===== config.mk =====
export PLATFORM = sky130hd
export DESIGN_NAME = vga_sync_ctrl
export DESIGN_NICKNAME = d
export VERILOG_FILES = /design/src/rtl/vga_timing_pkg.sv /design/src/rtl/vga_axis_cnt.sv /design/src/rtl/vga_sync_ctrl.sv
export SDC_FILE = /design/constraint.sdc
export NUM_CORES = 1
export LEC_CHECK = 0
export ABC_CLOCK_PERIOD_IN_PS = 2500
export BUFFER_PORTS_ARGS = -buffer_cell sky130_fd_sc_hd__buf_2
export CELL_PAD_IN_SITES_DETAIL_PLACEMENT = 1
export CELL_PAD_IN_SITES_GLOBAL_PLACEMENT = 2
export CORE_ASPECT_RATIO = 0.6
export CORE_UTILIZATION = 31
export CTS_CLUSTER_DIAMETER = 80
export CTS_CLUSTER_SIZE = 40
export DETAILED_ROUTE_END_ITERATION = 12
export PLACE_DENSITY = 0.76
export SKIP_CTS_REPAIR_TIMING = 1
export SYNTH_ARGS = -nofsm -noshare
export SYNTH_HDL_FRONTEND = slang
export SYNTH_HIERARCHICAL = 1
export SYNTH_SLANG_ARGS = --single-unit

===== constraint.sdc =====
create_clock -name VGA_CLK -period 2.5 [get_ports VGA_CLK]
set_input_delay 0.375 -clock VGA_CLK [delete_from_list [all_inputs] [get_ports VGA_CLK]]
set_output_delay 0.375 -clock VGA_CLK [all_outputs]
set_load 0.02 [all_outputs]

===== src/rtl/vga_timing_pkg.sv =====
// vga_timing_pkg
// Shared timing constants for the VGA sync controller. Holds the default
// 800x600@60 (40 MHz pixel clock) timing, the totals and active-region
// bounds derived from it, the coordinate type, the pipeline stage record
// that carries sync/active flags towards the pins, and small helpers used
// to derive region bounds from per-instance parameters.
package vga_timing_pkg;

    // Default horizontal timing, in pixel clocks
    localparam int H_SYNC = 128;
    localparam int H_BP   = 88;
    localparam int H_ACT  = 800;
    localparam int H_FP   = 40;

    // Default vertical timing, in lines
    localparam int V_SYNC = 4;
    localparam int V_BP   = 23;
    localparam int V_ACT  = 600;
    localparam int V_FP   = 1;

    // Derived totals and active-region bounds (active = [LO, HI))
    localparam int H_TOT    = H_SYNC + H_BP + H_ACT + H_FP;
    localparam int V_TOT    = V_SYNC + V_BP + V_ACT + V_FP;
    localparam int H_ACT_LO = H_SYNC + H_BP;
    localparam int H_ACT_HI = H_SYNC + H_BP + H_ACT;
    localparam int V_ACT_LO = V_SYNC + V_BP;
    localparam int V_ACT_HI = V_SYNC + V_BP + V_ACT;

    // All counter and coordinate arithmetic is 11-bit unsigned
    typedef logic [10:0] coord_t;

    // Coordinate value reported outside the active area
    localparam coord_t COORD_NONE = 11'd2047;

    // Flags travelling down the delay pipeline alongside the pixel
    typedef struct packed {
        logic hs;
        logic vs;
        logic act;
    } stage_t;

    // A stage holding the blanked, sync-inactive state
    function automatic stage_t idle_stage(input logic pol);
        stage_t s;
        s.hs  = ~pol;
        s.vs  = ~pol;
        s.act = 1'b0;
        return s;
    endfunction

    // First active count of an axis: sync plus back porch
    function automatic coord_t act_lo(input int sync_len, input int bp_len);
        return coord_t'(sync_len + bp_len);
    endfunction

endpackage


===== src/rtl/vga_axis_cnt.sv =====
// vga_axis_cnt
// One timing axis (horizontal or vertical). Counts 0..TOT-1 on each clock
// where inc is high and wraps to 0 after the terminal count. Regions are
// laid out as sync, back porch, active, front porch.
//   clk   : pixel clock
//   rst_n : synchronous active-low reset, clears the count
//   inc   : advance the count this clock
//   cnt   : current count
//   sync  : count lies in the sync region
//   act   : count lies in the active region
//   term  : count is at TOT-1 (wraps on the next advance)
module vga_axis_cnt
    import vga_timing_pkg::*;
#(
    parameter int p_SYNC = H_SYNC,
    parameter int p_BP   = H_BP,
    parameter int p_ACT  = H_ACT,
    parameter int p_FP   = H_FP
) (
    input  logic   clk,
    input  logic   rst_n,
    input  logic   inc,
    output coord_t cnt,
    output logic   sync,
    output logic   act,
    output logic   term
);

    localparam int     TOT     = p_SYNC + p_BP + p_ACT + p_FP;
    localparam coord_t LAST    = coord_t'(TOT - 1);
    localparam coord_t SYNC_HI = coord_t'(p_SYNC);
    localparam coord_t ACT_LO  = act_lo(p_SYNC, p_BP);
    localparam coord_t ACT_HI  = coord_t'(p_SYNC + p_BP + p_ACT);

    always_ff @(posedge clk) begin
        if (!rst_n) begin
            cnt <= '0;
        end else if (inc) begin
            cnt <= term ? '0 : cnt + 11'd1;
        end
    end

    always_comb begin
        term = (cnt == LAST);
        sync = (cnt < SYNC_HI);
        act  = (cnt >= ACT_LO) && (cnt < ACT_HI);
    end

endmodule


===== src/rtl/vga_sync_ctrl.sv =====
// vga_sync_ctrl
// VGA timing generator with a three-stage pixel pipeline.
//   stage 0 : h/v counters
//   stage 1 : CURRENT_X/CURRENT_Y and FRAME_START presented to the display layer
//   stage 2 : display layer answers with ENABLE/VGA_BUF_RGB
//   stage 3 : all pins (sync, blank, colour) registered on the same edge
// Ports:
//   VGA_CLK, RST_N          : pixel clock, synchronous active-low reset
//   ENABLE, VGA_BUF_RGB     : overlay pixel-on and colour from the display layer
//   CURRENT_X, CURRENT_Y    : active-area coordinate (2047 outside active area)
//   FRAME_START             : one-clock pulse for counter position (0,0)
//   VGA_HS, VGA_VS          : sync pins, active level p_SYNC_POL
//   VGA_BLANK_N             : high during active video
//   VGA_R, VGA_G, VGA_B     : colour pins, zero while blanked
module vga_sync_ctrl
    import vga_timing_pkg::*;
#(
    parameter int          p_H_SYNC   = H_SYNC,
    parameter int          p_H_BP     = H_BP,
    parameter int          p_H_ACT    = H_ACT,
    parameter int          p_H_FP     = H_FP,
    parameter int          p_V_SYNC   = V_SYNC,
    parameter int          p_V_BP     = V_BP,
    parameter int          p_V_ACT    = V_ACT,
    parameter int          p_V_FP     = V_FP,
    parameter logic        p_SYNC_POL = 1'b1,
    parameter logic [23:0] p_BG_RGB   = 24'h00_00_00
) (
    input  logic        VGA_CLK,
    input  logic        RST_N,
    input  logic        ENABLE,
    input  logic [23:0] VGA_BUF_RGB,
    output coord_t      CURRENT_X,
    output coord_t      CURRENT_Y,
    output logic        FRAME_START,
    output logic        VGA_HS,
    output logic        VGA_VS,
    output logic        VGA_BLANK_N,
    output logic [7:0]  VGA_R,
    output logic [7:0]  VGA_G,
    output logic [7:0]  VGA_B
);

    localparam coord_t H_LO = act_lo(p_H_SYNC, p_H_BP);
    localparam coord_t V_LO = act_lo(p_V_SYNC, p_V_BP);

    coord_t h_cnt;
    coord_t v_cnt;
    logic   h_sync;
    logic   v_sync;
    logic   h_act;
    logic   v_act;
    logic   h_term;
    logic   v_term;
    logic   at_origin;
    stage_t s1;
    stage_t s2;

    vga_axis_cnt #(
        .p_SYNC (p_H_SYNC),
        .p_BP   (p_H_BP),
        .p_ACT  (p_H_ACT),
        .p_FP   (p_H_FP)
    ) u_h_cnt (
        .clk   (VGA_CLK),
        .rst_n (RST_N),
        .inc   (1'b1),
        .cnt   (h_cnt),
        .sync  (h_sync),
        .act   (h_act),
        .term  (h_term)
    );

    // The vertical axis only advances when a line wraps
    vga_axis_cnt #(
        .p_SYNC (p_V_SYNC),
        .p_BP   (p_V_BP),
        .p_ACT  (p_V_ACT),
        .p_FP   (p_V_FP)
    ) u_v_cnt (
        .clk   (VGA_CLK),
        .rst_n (RST_N),
        .inc   (h_term),
        .cnt   (v_cnt),
        .sync  (v_sync),
        .act   (v_act),
        .term  (v_term)
    );

    // (0,0) is reached only from reset or from the joint terminal count, so a
    // flag tracking those two events marks the origin without a 22-bit compare.
    always_ff @(posedge VGA_CLK) begin
        if (!RST_N) begin
            at_origin <= 1'b1;
        end else begin
            at_origin <= h_term && v_term;
        end
    end

    // Stages 1..3. Sync flags travel with the pixel so every pin toggles on
    // the same edge, three clocks after the counter position they describe.
    always_ff @(posedge VGA_CLK) begin
        if (!RST_N) begin
            CURRENT_X   <= COORD_NONE;
            CURRENT_Y   <= COORD_NONE;
            FRAME_START <= 1'b0;
            s1          <= idle_stage(p_SYNC_POL);
            s2          <= idle_stage(p_SYNC_POL);
            VGA_HS      <= ~p_SYNC_POL;
            VGA_VS      <= ~p_SYNC_POL;
            VGA_BLANK_N <= 1'b0;
            VGA_R       <= 8'h00;
            VGA_G       <= 8'h00;
            VGA_B       <= 8'h00;
        end else begin
            if (h_act && v_act) begin
                CURRENT_X <= h_cnt - H_LO;
                CURRENT_Y <= v_cnt - V_LO;
            end else begin
                CURRENT_X <= COORD_NONE;
                CURRENT_Y <= COORD_NONE;
            end
            FRAME_START <= at_origin;
            s1.hs       <= h_sync ? p_SYNC_POL : ~p_SYNC_POL;
            s1.vs       <= v_sync ? p_SYNC_POL : ~p_SYNC_POL;
            s1.act      <= h_act && v_act;
            s2          <= s1;
            VGA_HS      <= s2.hs;
            VGA_VS      <= s2.vs;
            VGA_BLANK_N <= s2.act;
            // The overlay answer is only trusted inside the active area
            if (s2.act) begin
                {VGA_R, VGA_G, VGA_B} <= ENABLE ? VGA_BUF_RGB : p_BG_RGB;
            end else begin
                {VGA_R, VGA_G, VGA_B} <= 24'h00_00_00;
            end
        end
    end

endmodule


==> flow_summary.json <==
{
  "status": "complete, no violations",
  "regToRegEndpoint": "u_v_cnt/cnt[8]",
  "drt-initial-drc-count": 109,
  "skew_ns": 0.003696,
  "hold_path_class": "input pin to register",
  "min_to": "VGA_G[0]",
  "crit_fanout": 7,
  "synth_cells": 297,
  "min-delay-start": "VGA_BUF_RGB[8]",
  "die_area_sq_mm": 0.009891,
  "routabilityCongestion": 0.7856,
  "met1_usage_pct": 23.93,
  "hold_viol_final": 0,
  "layout_common_cells": "79 x dfxtp_1, 76 x buf_2, 36 x and2_1",
  "cts_sinks": 79,
  "cts_tree": "built",
  "fin_tns_setup_ns": 0,
  "syn_area_per_cell_sq_um": 9.900,
  "crit_type": "register to register",
  "clkTransAtPathRegs_ns": 0.06,
  "synth_cell_types": 48,
  "met2_usage_pct": 22.61,
  "io_buffers": 76,
  "rrSetupSlack_ns": 0.19,
  "holdPathStages": 2,
  "track_usage_pct": 16.75,
  "rr_startpoint": "u_h_cnt/cnt[0]",
  "grt-busiest-layer": "met1",
  "detailed_place_hpwl_mm": 5.449,
  "cp_cell_sequence": "ha_1 > nand2_1 > nor4_2 > and3_2 > nand4_1 > buf_4 > or3_2 > a21oi_1",
  "async_reset_ff_share_pct": 0,
  "htreeDepth": 3,
  "required_ns": 2.77,
  "layout_commonest_cell": "dfxtp_1",
  "yosys_warnings": 6,
  "drive_gt1_share_pct": 31.06,
  "synth-edff-count": 0,
  "rows": 27,
  "area_growth_pct": 32.00,
  "slowest_delay_ns": 0.44,
  "crit_arrival_ns": 2.58,
  "dp.cells": 506,
  "io_pins": 77,
  "finalNetCount": 423,
  "crit_path_end_kind": "register",
  "final_area_sq_mm": 0.003881,
  "startpoint_type": "register",
  "antenna_cells": 0,
  "via_count": 2436,
  "powerDensity_mw_per_mm2": 709.9,
  "grt-ovfl-total": 0,
  "synth_flop_cell": "dfxtp_1",
  "synth_seq_cells": 79,
  "cts_made_buffers": 9,
  "total_power_mw": 2.755,
  "rsz0062_at_grt": "no",
  "worst_slack_ns": 0.1921,
  "die_height_um": 77.44,
  "synth_area_sq_mm": 0.002940,
  "dr.pass1.iters": 5,
  "clock_latency_ns": 0.34,
  "grt_pass1_vias": 2379,
  "use_met3_pct": 6.000,
  "pre_cts_ws_ns": 0.2115,
  "viasPerCell": 4.631,
  "fp.dieW_um": 127.7,
  "vdd_drop_max_mv": 0.3174,
  "syn_nets": 329,
  "finalCriticalPeriod_ns": 2.308,
  "wl_per_cell_um": 14.54,
  "crit_path_top_delay_cell": "or3_2",
  "drv_slew": 0,
  "antenna_found_initial": 0,
  "fin_crit_sh_pct": 92.32,
  "rr_worst_depth": 8,
  "finalSetupViolations": 0,
  "tightestPinTransition_ns": 0.6174,
  "drv_cap": 0,
  "relSlewSlack_pct": 58.84,
  "max_freq_mhz": 433.3,
  "wirelength_mm": 7.647,
  "ys_seq_area_share_pct": 53.79,
  "fin_cells": 526,
  "placed_cell_area_sq_mm": 0.003530,
  "coreArea_sq_mm": 0.009189,
  "grt_start_max_net_pins": 25,
  "drtAntennaViolNets": 0,
  "clk_path_buf_depth": 2,
  "drc": 0,
  "cts_root_buf": "clkbuf_16",
  "grt_pass1_wl_mm": 12.49,
  "initial_core_util_pct": 32.00,
  "leakage_nw": 1.685
}
[critical path: cells and delay by family (launching register included)]
kind                       cells  cell delay, ns
buffers and inverters          1            0.19
adders and majority gates      1            0.25
and+or+nand+nor                5            1.22
AOI/OAI and AO/OA              1            0.16
DFF                            1            0.40
[report_power, final]
| group | switching (mW) | total, mW | internal [mW] |
|---|---|---|---|
| Combinational | 0.0276 | 0.0562 | 0.0286 |
| Sequential | 0.00571 | 1.27 | 1.27 |
| Clock | 0.544 | 1.43 | 0.882 |
| Total | 0.577 | 2.76 | 2.18 |
[state kept, by name, indices dropped and copies added, names as in the netlist]
signal       cells
at_origin        1
VGA_B            8
u_h_cnt/cnt     11
VGA_BLANK_N      1
s1               3
CURRENT_X       11
u_v_cnt/cnt     11
VGA_VS           1
VGA_HS           1
FRAME_START      1
CURRENT_Y       11
s2               3
VGA_G            8
VGA_R            8
[through the flow]
step	utilization, %	hold slack, ns
finish	42.24	0.2293
global route	42.24	0.2242
CTS	41.91	0.2150
detailed placement	38.41	0.4217
global placement	38.41	0.4164
floorplan	-	0.4119
[metal layers]
| layer | wire [um] | vias to the layer above |
|---|---|---|
| li1 | - | 1203 |
| met1 | 4167 | 1147 |
| met2 | 2922 | 78 |
| met3 | 442 | 8 |
| met4 | 115 | 0 |
| met5 | 0 | - |
[cell usage after synthesis (all sizes together) (2+ instances only)]
cell	count	area, sq um
a21oi	8	40.04
a31oi	2	12.51
and2	36	225.2
and3	2	13.77
buf	4	31.27
clkbuf	7	27.52
dfxtp	79	1582
ha	5	62.56
inv	7	26.28
mux2i	5	50.05
nand2	20	77.58
nand2b	5	31.28
nand3	8	45.04
nand4	6	37.54
nor2	26	97.59
nor3	9	45.04
nor4	5	50.05
o211a	2	20.02
o21a	3	22.52
o21ai	11	55.05
o31ai	3	22.52
o41ai	2	25.03
or2	2	12.51
or3	6	41.29
or4	5	41.29
xnor2	9	78.83
xor2	9	78.83
[cell families after synthesis]
group | Yosys count | share of synthesized area, %
fa+ha+maj | 5 | 2.128
simple gates | 132 | 24.98
other cells | 1 | 0.1275
buf+inv | 18 | 2.893
xor+xnor | 18 | 5.362
flops | 79 | 53.79
compound gates | 39 | 9.022
mux | 5 | 1.702
[area by class of cell]
type | instances | area (sq um)
Fill cell | 1076 | 5308
Sequential cell | 79 | 1582
Multi-Input combinational cell | 200 | 1274
Timing Repair Buffer | 94 | 515.5
Clock buffer | 10 | 229.0
Tap cell | 130 | 162.7
Clock inverter | 6 | 92.59
Inverter | 7 | 26.28
[how the worst max path moves through the flow]
stage / cells after the start / slack, ns / from / to
3_3_place_gp: 7 / 0.31 / u_h_cnt/cnt[0] / u_v_cnt/cnt[9]
2_1_floorplan: 8 / 0.42 / u_h_cnt/cnt[0] / u_v_cnt/cnt[10]
3_5_place_dp: 7 / 0.21 / u_h_cnt/cnt[0] / u_v_cnt/cnt[9]
5_1_grt: 8 / 0.03 / u_h_cnt/cnt[0] / u_v_cnt/cnt[8]
6_report: 8 / 0.19 / u_h_cnt/cnt[0] / u_v_cnt/cnt[8]
4_1_cts: 7 / 0.19 / u_h_cnt/cnt[0] / u_v_cnt/cnt[9]
Power figures use the tool's default switching activity.
